**src/rtl/pipe_ctrl_pkg.sv**
```systemverilog
// pipe_ctrl_pkg -- shared state encoding and control-bit indices for the pipeline sequencer.
// rev 1.0
`default_nettype none

package pipe_ctrl_pkg;

   typedef enum logic [1:0] {
      ST_RUN   = 2'd0,
      ST_MWAIT = 2'd1,
      ST_DRAIN = 2'd2,
      ST_HALT  = 2'd3
   } state_e;

   localparam int STL_PC     = 0;
   localparam int STL_FI_ID  = 1;
   localparam int STL_ID_EX  = 2;
   localparam int STL_EX_MEM = 3;
   localparam int STL_MEM_WB = 4;

   localparam int BUB_FI_ID  = 0;
   localparam int BUB_ID_EX  = 1;
   localparam int BUB_EX_MEM = 2;
   localparam int BUB_MEM_WB = 3;

endpackage

`default_nettype wire

```
**src/rtl/pipe_hazard_det.sv**
```systemverilog
// pipe_hazard_det -- load-use comparator between the ID sources and the EX load destination.
// rev 1.0
`default_nettype none

module pipe_hazard_det #(
   parameter int REG_AW = 6
) (
   input  logic [REG_AW-1:0] id_rs,
   input  logic [REG_AW-1:0] id_rt,
   input  logic              id_uses_rs,
   input  logic              id_uses_rt,
   input  logic [REG_AW-1:0] ex_rd,
   input  logic              ex_regwe,
   input  logic              ex_is_load,
   output logic              load_use
);

   logic rs_hit;
   logic rt_hit;

   always_comb begin
      rs_hit   = id_uses_rs & (id_rs == ex_rd);
      rt_hit   = id_uses_rt & (id_rt == ex_rd);
      // r0 is hardwired, so a load into it never creates a dependency
      load_use = ex_is_load & ex_regwe & (ex_rd != '0) & (rs_hit | rt_hit);
   end

endmodule

`default_nettype wire

```
**src/rtl/pipe_ctrl.sv**
```systemverilog
// pipe_ctrl -- stall/flush sequencer with memory-wait timeout and halt/drain handshake.
// Optional: PIPE_CTRL_PERF_EN adds perf_stall_cyc/perf_flush_cnt counters. rev 1.0
`default_nettype none

module pipe_ctrl
   import pipe_ctrl_pkg::*;
#(
   parameter int REG_AW      = 6,
   parameter int MEM_TIMEOUT = 15,
   parameter int DRAIN_DEPTH = 4
) (
   input  logic              clk,
   input  logic              rst,
   input  logic [REG_AW-1:0] id_rs,
   input  logic [REG_AW-1:0] id_rt,
   input  logic              id_uses_rs,
   input  logic              id_uses_rt,
   input  logic [REG_AW-1:0] ex_rd,
   input  logic              ex_regwe,
   input  logic              ex_is_load,
   input  logic              br_taken,
   input  logic              mem_req,
   input  logic              mem_ack,
   input  logic              halt_req,
   output logic [4:0]        stall,
   output logic [3:0]        bubble,
   output logic              halt_ack,
   output logic              mem_err
`ifdef PIPE_CTRL_PERF_EN
   ,
   output logic [31:0]       perf_stall_cyc,
   output logic [31:0]       perf_flush_cnt
`endif
);

   localparam int            TW     = $clog2(MEM_TIMEOUT + 1);
   localparam int            DW     = $clog2(DRAIN_DEPTH + 1);
   localparam logic [TW-1:0] TO_MAX = TW'(MEM_TIMEOUT);
   localparam logic [DW-1:0] DR_END = DW'(DRAIN_DEPTH - 1);

   state_e        state_q, state_d;
   logic          ret_q, ret_d;
   logic [TW-1:0] tcnt_q, tcnt_d;
   logic [DW-1:0] dcnt_q, dcnt_d;
   logic          halt_ack_q, halt_ack_d;
   logic          mem_err_q, mem_err_d;

   logic [4:0]    stall_c;
   logic [3:0]    bubble_c;
   logic          flush_c;
   logic          mem_wait;
   logic          load_use;

   pipe_hazard_det #(
      .REG_AW (REG_AW)
   ) u_hazard (
      .id_rs      (id_rs),
      .id_rt      (id_rt),
      .id_uses_rs (id_uses_rs),
      .id_uses_rt (id_uses_rt),
      .ex_rd      (ex_rd),
      .ex_regwe   (ex_regwe),
      .ex_is_load (ex_is_load),
      .load_use   (load_use)
   );

   always_comb begin
      state_d   = state_q;
      ret_d     = ret_q;
      tcnt_d    = tcnt_q;
      dcnt_d    = dcnt_q;
      mem_err_d = mem_err_q;
      stall_c   = '0;
      bubble_c  = '0;
      flush_c   = 1'b0;
      mem_wait  = mem_req & ~mem_ack;
      // MEM_WB is never held: it only feeds the register file
      stall_c[STL_MEM_WB] = 1'b0;

      case (state_q)
         ST_RUN, ST_DRAIN: begin
            if (mem_wait) begin
               stall_c[STL_PC]       = 1'b1;
               stall_c[STL_FI_ID]    = 1'b1;
               stall_c[STL_ID_EX]    = 1'b1;
               stall_c[STL_EX_MEM]   = 1'b1;
               bubble_c[BUB_MEM_WB]  = 1'b1;
               state_d               = ST_MWAIT;
               ret_d                 = (state_q == ST_DRAIN) && halt_req;
               tcnt_d                = TW'(1);
            end else if (br_taken) begin
               bubble_c[BUB_FI_ID]   = 1'b1;
               bubble_c[BUB_ID_EX]   = 1'b1;
               flush_c               = 1'b1;
            end else if (load_use) begin
               stall_c[STL_PC]       = 1'b1;
               stall_c[STL_FI_ID]    = 1'b1;
               bubble_c[BUB_ID_EX]   = 1'b1;
            end

            if (state_q == ST_RUN) begin
               if (!mem_wait && halt_req) begin
                  state_d = ST_DRAIN;
               end
            end else begin
               // fetch is suppressed while draining unless a branch redirects the PC
               if (!flush_c) begin
                  stall_c[STL_PC]     = 1'b1;
                  bubble_c[BUB_FI_ID] = 1'b1;
               end
               if (!halt_req) begin
                  dcnt_d = '0;
                  if (!mem_wait) begin
                     state_d = ST_RUN;
                  end
               end else if (!mem_wait) begin
                  if (dcnt_q == DR_END) begin
                     state_d = ST_HALT;
                     dcnt_d  = '0;
                  end else begin
                     dcnt_d  = dcnt_q + DW'(1);
                  end
               end
            end
         end

         ST_MWAIT: begin
            if (!mem_wait) begin
               state_d = ret_q ? ST_DRAIN : ST_RUN;
               tcnt_d  = '0;
            end else if (tcnt_q >= TO_MAX) begin
               bubble_c[BUB_MEM_WB] = 1'b1;
               mem_err_d            = 1'b1;
               state_d              = ret_q ? ST_DRAIN : ST_RUN;
               tcnt_d               = '0;
            end else begin
               stall_c[STL_PC]      = 1'b1;
               stall_c[STL_FI_ID]   = 1'b1;
               stall_c[STL_ID_EX]   = 1'b1;
               stall_c[STL_EX_MEM]  = 1'b1;
               bubble_c[BUB_MEM_WB] = 1'b1;
               tcnt_d               = tcnt_q + TW'(1);
            end
         end

         ST_HALT: begin
            stall_c[STL_PC]     = 1'b1;
            bubble_c[BUB_FI_ID] = 1'b1;
            if (!halt_req) begin
               state_d = ST_RUN;
            end
         end

         default: begin
            state_d = ST_RUN;
         end
      endcase

      halt_ack_d = (state_d == ST_HALT);
   end

   always_ff @(posedge clk or negedge rst) begin
      if (!rst) begin
         state_q    <= ST_RUN;
         ret_q      <= 1'b0;
         tcnt_q     <= '0;
         dcnt_q     <= '0;
         halt_ack_q <= 1'b0;
         mem_err_q  <= 1'b0;
      end else begin
         state_q    <= state_d;
         ret_q      <= ret_d;
         tcnt_q     <= tcnt_d;
         dcnt_q     <= dcnt_d;
         halt_ack_q <= halt_ack_d;
         mem_err_q  <= mem_err_d;
      end
   end

   // Everything is frozen and zeroed for as long as reset is held
   assign stall    = rst ? stall_c  : 5'b11111;
   assign bubble   = rst ? bubble_c : 4'b1111;
   assign halt_ack = halt_ack_q;
   assign mem_err  = mem_err_q;

`ifdef PIPE_CTRL_PERF_EN
   logic [31:0] perf_stall_q, perf_stall_d;
   logic [31:0] perf_flush_q, perf_flush_d;

   always_comb begin
      perf_stall_d = perf_stall_q;
      perf_flush_d = perf_flush_q;
      if ((|stall_c) && (perf_stall_q != 32'hFFFF_FFFF)) begin
         perf_stall_d = perf_stall_q + 32'd1;
      end
      if (flush_c && (perf_flush_q != 32'hFFFF_FFFF)) begin
         perf_flush_d = perf_flush_q + 32'd1;
      end
   end

   always_ff @(posedge clk or negedge rst) begin
      if (!rst) begin
         perf_stall_q <= '0;
         perf_flush_q <= '0;
      end else begin
         perf_stall_q <= perf_stall_d;
         perf_flush_q <= perf_flush_d;
      end
   end

   assign perf_stall_cyc = perf_stall_q;
   assign perf_flush_cnt = perf_flush_q;
`endif

endmodule

`default_nettype wire
```
**config.mk**
```make
export PLATFORM = sky130hd
export DESIGN_NAME = pipe_ctrl
export DESIGN_NICKNAME = d
export VERILOG_FILES = /design/src/rtl/pipe_ctrl_pkg.sv /design/src/rtl/pipe_hazard_det.sv /design/src/rtl/pipe_ctrl.sv
export SDC_FILE = /design/constraint.sdc
export NUM_CORES = 1
export LEC_CHECK = 0
export ABC_AREA = 1
export CAP_MARGIN = 20
export CORE_ASPECT_RATIO = 1.4
export CORE_MARGIN = 4
export CORE_UTILIZATION = 45
export DETAILED_ROUTE_END_ITERATION = 7
export PLACE_DENSITY = 0.83
export SKIP_LAST_GASP = 1
export SLEW_MARGIN = 20
export SYNTH_ARGS = -nofsm -noshare
export SYNTH_HDL_FRONTEND = slang
export SYNTH_SLANG_ARGS = --single-unit
```
**constraint.sdc**
```tcl
create_clock -name clk -period 3.51 [get_ports clk]
set_input_delay 1.053 -clock clk [delete_from_list [all_inputs] [get_ports clk]]
set_output_delay 1.053 -clock clk [all_outputs]
set_load 0.005 [all_outputs]
```
==> impl_metrics.py <==
metrics = {
    "clock_tree": {
        "cts_tree": "built",
        "clock_path_buffers": 2,
        "htreeDepth": 1,
        "cts.sinks": 12,
        "cts_buffers": 3,
        "clk_latency_ns": 0.26,
        "clkTransAtPathRegs_ns": 0.06,
        "root_buffer": "clkbuf_4",
    },
    "critical_path": {
        "crit_start": "mem_req",
        "critPathMaxFanout": 3,
        "required_ns": 2.46,
        "path_class": "in2out",
        "startpoint_type": "input pin",
        "cp_data_arrival_time_ns": 2.35,
        "endpoint_kind": "output pin",
        "timing.rr.start": "tcnt_q[0]",
    },
    "routing": {
        "ant_nets": 0,
        "viasPerCell": 4.901,
        "drc_errors": 0,
        "totalWireLength_um": 2572,
        "num_vias": 1088,
        "drt_pass1_iterations": 4,
        "wl_per_cell_um": 11.59,
        "drt_iter0_drc": 8,
    },
    "synth": {
        "synth_area_leaders": "dfrtp_1 (32%), nand2_1 (18%), inv_1 (11%), nand3_1 (6.4%), nor2_1 (4.8%)",
        "synth_seq_cells": 12,
        "avgSynthCellArea_um2": 6.506,
        "async_flop_share_pct": 100.0,
        "ys_seq_area_share_pct": 31.83,
        "post-synth-top-count-cell": "nand2_1",
        "synth_edf_count": 0,
        "syn_area_um2": 943.4,
        "synthFlopType": "dfrtp_1",
        "ys_warn_count": 0,
        "yosys-top-cells-count": "nand2_1 (44), inv_1 (27), dfrtp_1 (12), nand3_1 (12), nor2_1 (12)",
        "yosysTopAreaCellShare_pct": 31.83,
        "synth_top_area_cell": "dfrtp_1",
        "synthDistinctLibCells": 28,
        "syn_inst": 145,
        "syn_nets": 175,
    },
    "place": {
        "hpwl_um": 2092,
        "placedCellCount": 215,
        "pre_cts_ws_ns": -0.3523,
        "portBuffers": 38,
        "place_congestion": 0.8439,
        "placed_area_um2": 1433,
    },
    "timing": {
        "fmax_ghz": 0.2935,
        "rsz0062_at_grt": "true",
        "worstMarginPinSlew_ns": 0.2919,
        "hold_viol": 0,
        "period_needed_ns": 3.407,
        "relSlewSlack_pct": 80.54,
        "fin_ws_ns": 0.1032,
        "holdWs_ns": 0.4948,
        "slew_viol_final": 0,
        "fin_skew_ns": 0.004064,
        "finalSetupViolCount": 0,
        "min_period_over_period_pct": 97.06,
    },
    "final_layout": {
        "drive_above_1_share_pct": 21.89,
        "instances_no_fill": 222,
        "syn2layout_area_growth_pct": 58.62,
        "diodes": 0,
        "design_area_um2": 1496,
        "nNetsFinal": 233,
    },
    "global_routing": {
        "grt_pass1_wl_um": 4367,
        "antenna_found_initial": 0,
        "grt_use_total_pct": 19.47,
        "first_global_vias": 1134,
        "grt_overflow": 0,
        "grt_max_degree": 11,
    },
    "floorplanning": {
        "die_w_um": 46.70,
        "initial_utilization_pct": 47.81,
        "pin_count": 39,
        "die_h_um": 62.18,
        "coreArea_um2": 1973,
        "dieArea_um2": 2903,
        "rows": 19,
    },
    "power": {
        "ir_drop_uv": 278.0,
        "power_density_nw_per_um2": 295.0,
        "p_leak_uw": 0.0008261,
    },
    "flow_run": {
        "drv_cap": 0,
    },
    "worst_hold_path": {
        "hold_start": "mem_err",
        "hp-class": "reg2reg",
    },
    "run_status": {
        "status": "finished, final reports clean",
    },
}
## timing repair
action	in CTS	in global routing
hold buffers	0	0
cloned	0	0
pin swaps	3	6
buffers inserted	4	0
gates resized for setup	18	18
endpoints found under the setup margin	7	6
## kinds of logic (layout without fill, tap and decap cells)
group                    after synthesis  after routing  share of synthesized area [%]
flip-flops                            12             12                          31.83
XOR/XNOR                               4              4                          3.714
AO/OA/AOI/OAI                         18             18                          13.40
adder cells (fa/ha/maj)                2              2                          2.652
AND/OR/NAND/NOR                       76             76                          34.48
buffers and inverters                 33             89                          13.93
## worst max-delay path, stage by stage
cell             delay (ns)
clkdlybuf4s50_1        0.45
inv_1                  0.06
nor2_4                 0.11
buf_4                  0.13
nor2_2                 0.04
nand2_1                0.09
buf_4                  0.11
nand3_1                0.05
dlygate4sd2_1          0.26
## path summary, 6_finish.rpt
check | end | slack (ns) | depth (start not counted)
max | bubble[0] | 0.10 | 9
min | mem_err | 0.49 | 1
max reg2reg | halt_ack | 2.05 | 11
min reg2reg | mem_err | 0.49 | 1
max in group asynchronous | tcnt_q[2] | 2.11 | 3
min in group asynchronous | dcnt_q[1] | 1.09 | 2
## flip-flops by register name (all words and copies together), names as in the netlist
name,cells
dcnt_q,3
state_q,2
mem_err,1
ret_q,1
tcnt_q,4
halt_ack,1
## routing by layer
metal	share of wire, %	wire (um)	vias to the layer above	global-route usage (%)
li1	-	-	563	-
met4	1.2	31	0	8.997
met1	38	982	486	21.16
met3	6.8	174	4	1.734
met5	0	0	-	0
met2	54	1383	35	35.17
## stage by stage
stage | utilization (%) | total power [uW] | TNS [ns]
5_1_grt | 75.84 | 479.3 | -0.002766
6_report | 75.84 | 441.5 | 0
3_5_place_dp | 72.61 | 365.7 | -1.421
2_1_floorplan | - | 271.3 | 0
4_1_cts | 74.95 | 443.3 | -0.01398
3_3_place_gp | 72.61 | 357.2 | -1.331
## final cells by class
type / count / area, um2
multi-input cells: 100 / 541.8
fillers: 156 / 476.7
inverters: 31 / 116.4
repair buffers: 55 / 489.2
clock buffers: 3 / 22.52
flip-flops and latches: 12 / 300.3
well taps: 21 / 26.28
## power breakdown
part / internal, uW / switching (uW)
combinational: 93.9 / 84.1
sequential: 161 / 23.7
clock: 39.6 / 38.9
total: 295 / 147
## cell usage in the layout (no fill, tap or decap), types with 4 or more instances in the layout
| cell | synthesis | final |
|---|---|---|
| clkdlybuf4s50_1 | 0 | 22 |
| inv_1 | 27 | 25 |
| clkbuf_2 | 0 | 4 |
| o21ai_0 | 5 | 5 |
| inv_2 | 3 | 5 |
| nand3_1 | 12 | 11 |
| nand2_2 | 3 | 6 |
| dlygate4sd2_1 | 0 | 8 |
| nand2_1 | 44 | 41 |
| buf_4 | 2 | 16 |
| nor2_1 | 12 | 10 |
| dfrtp_1 | 12 | 12 |
Power figures use the tool's default switching activity.
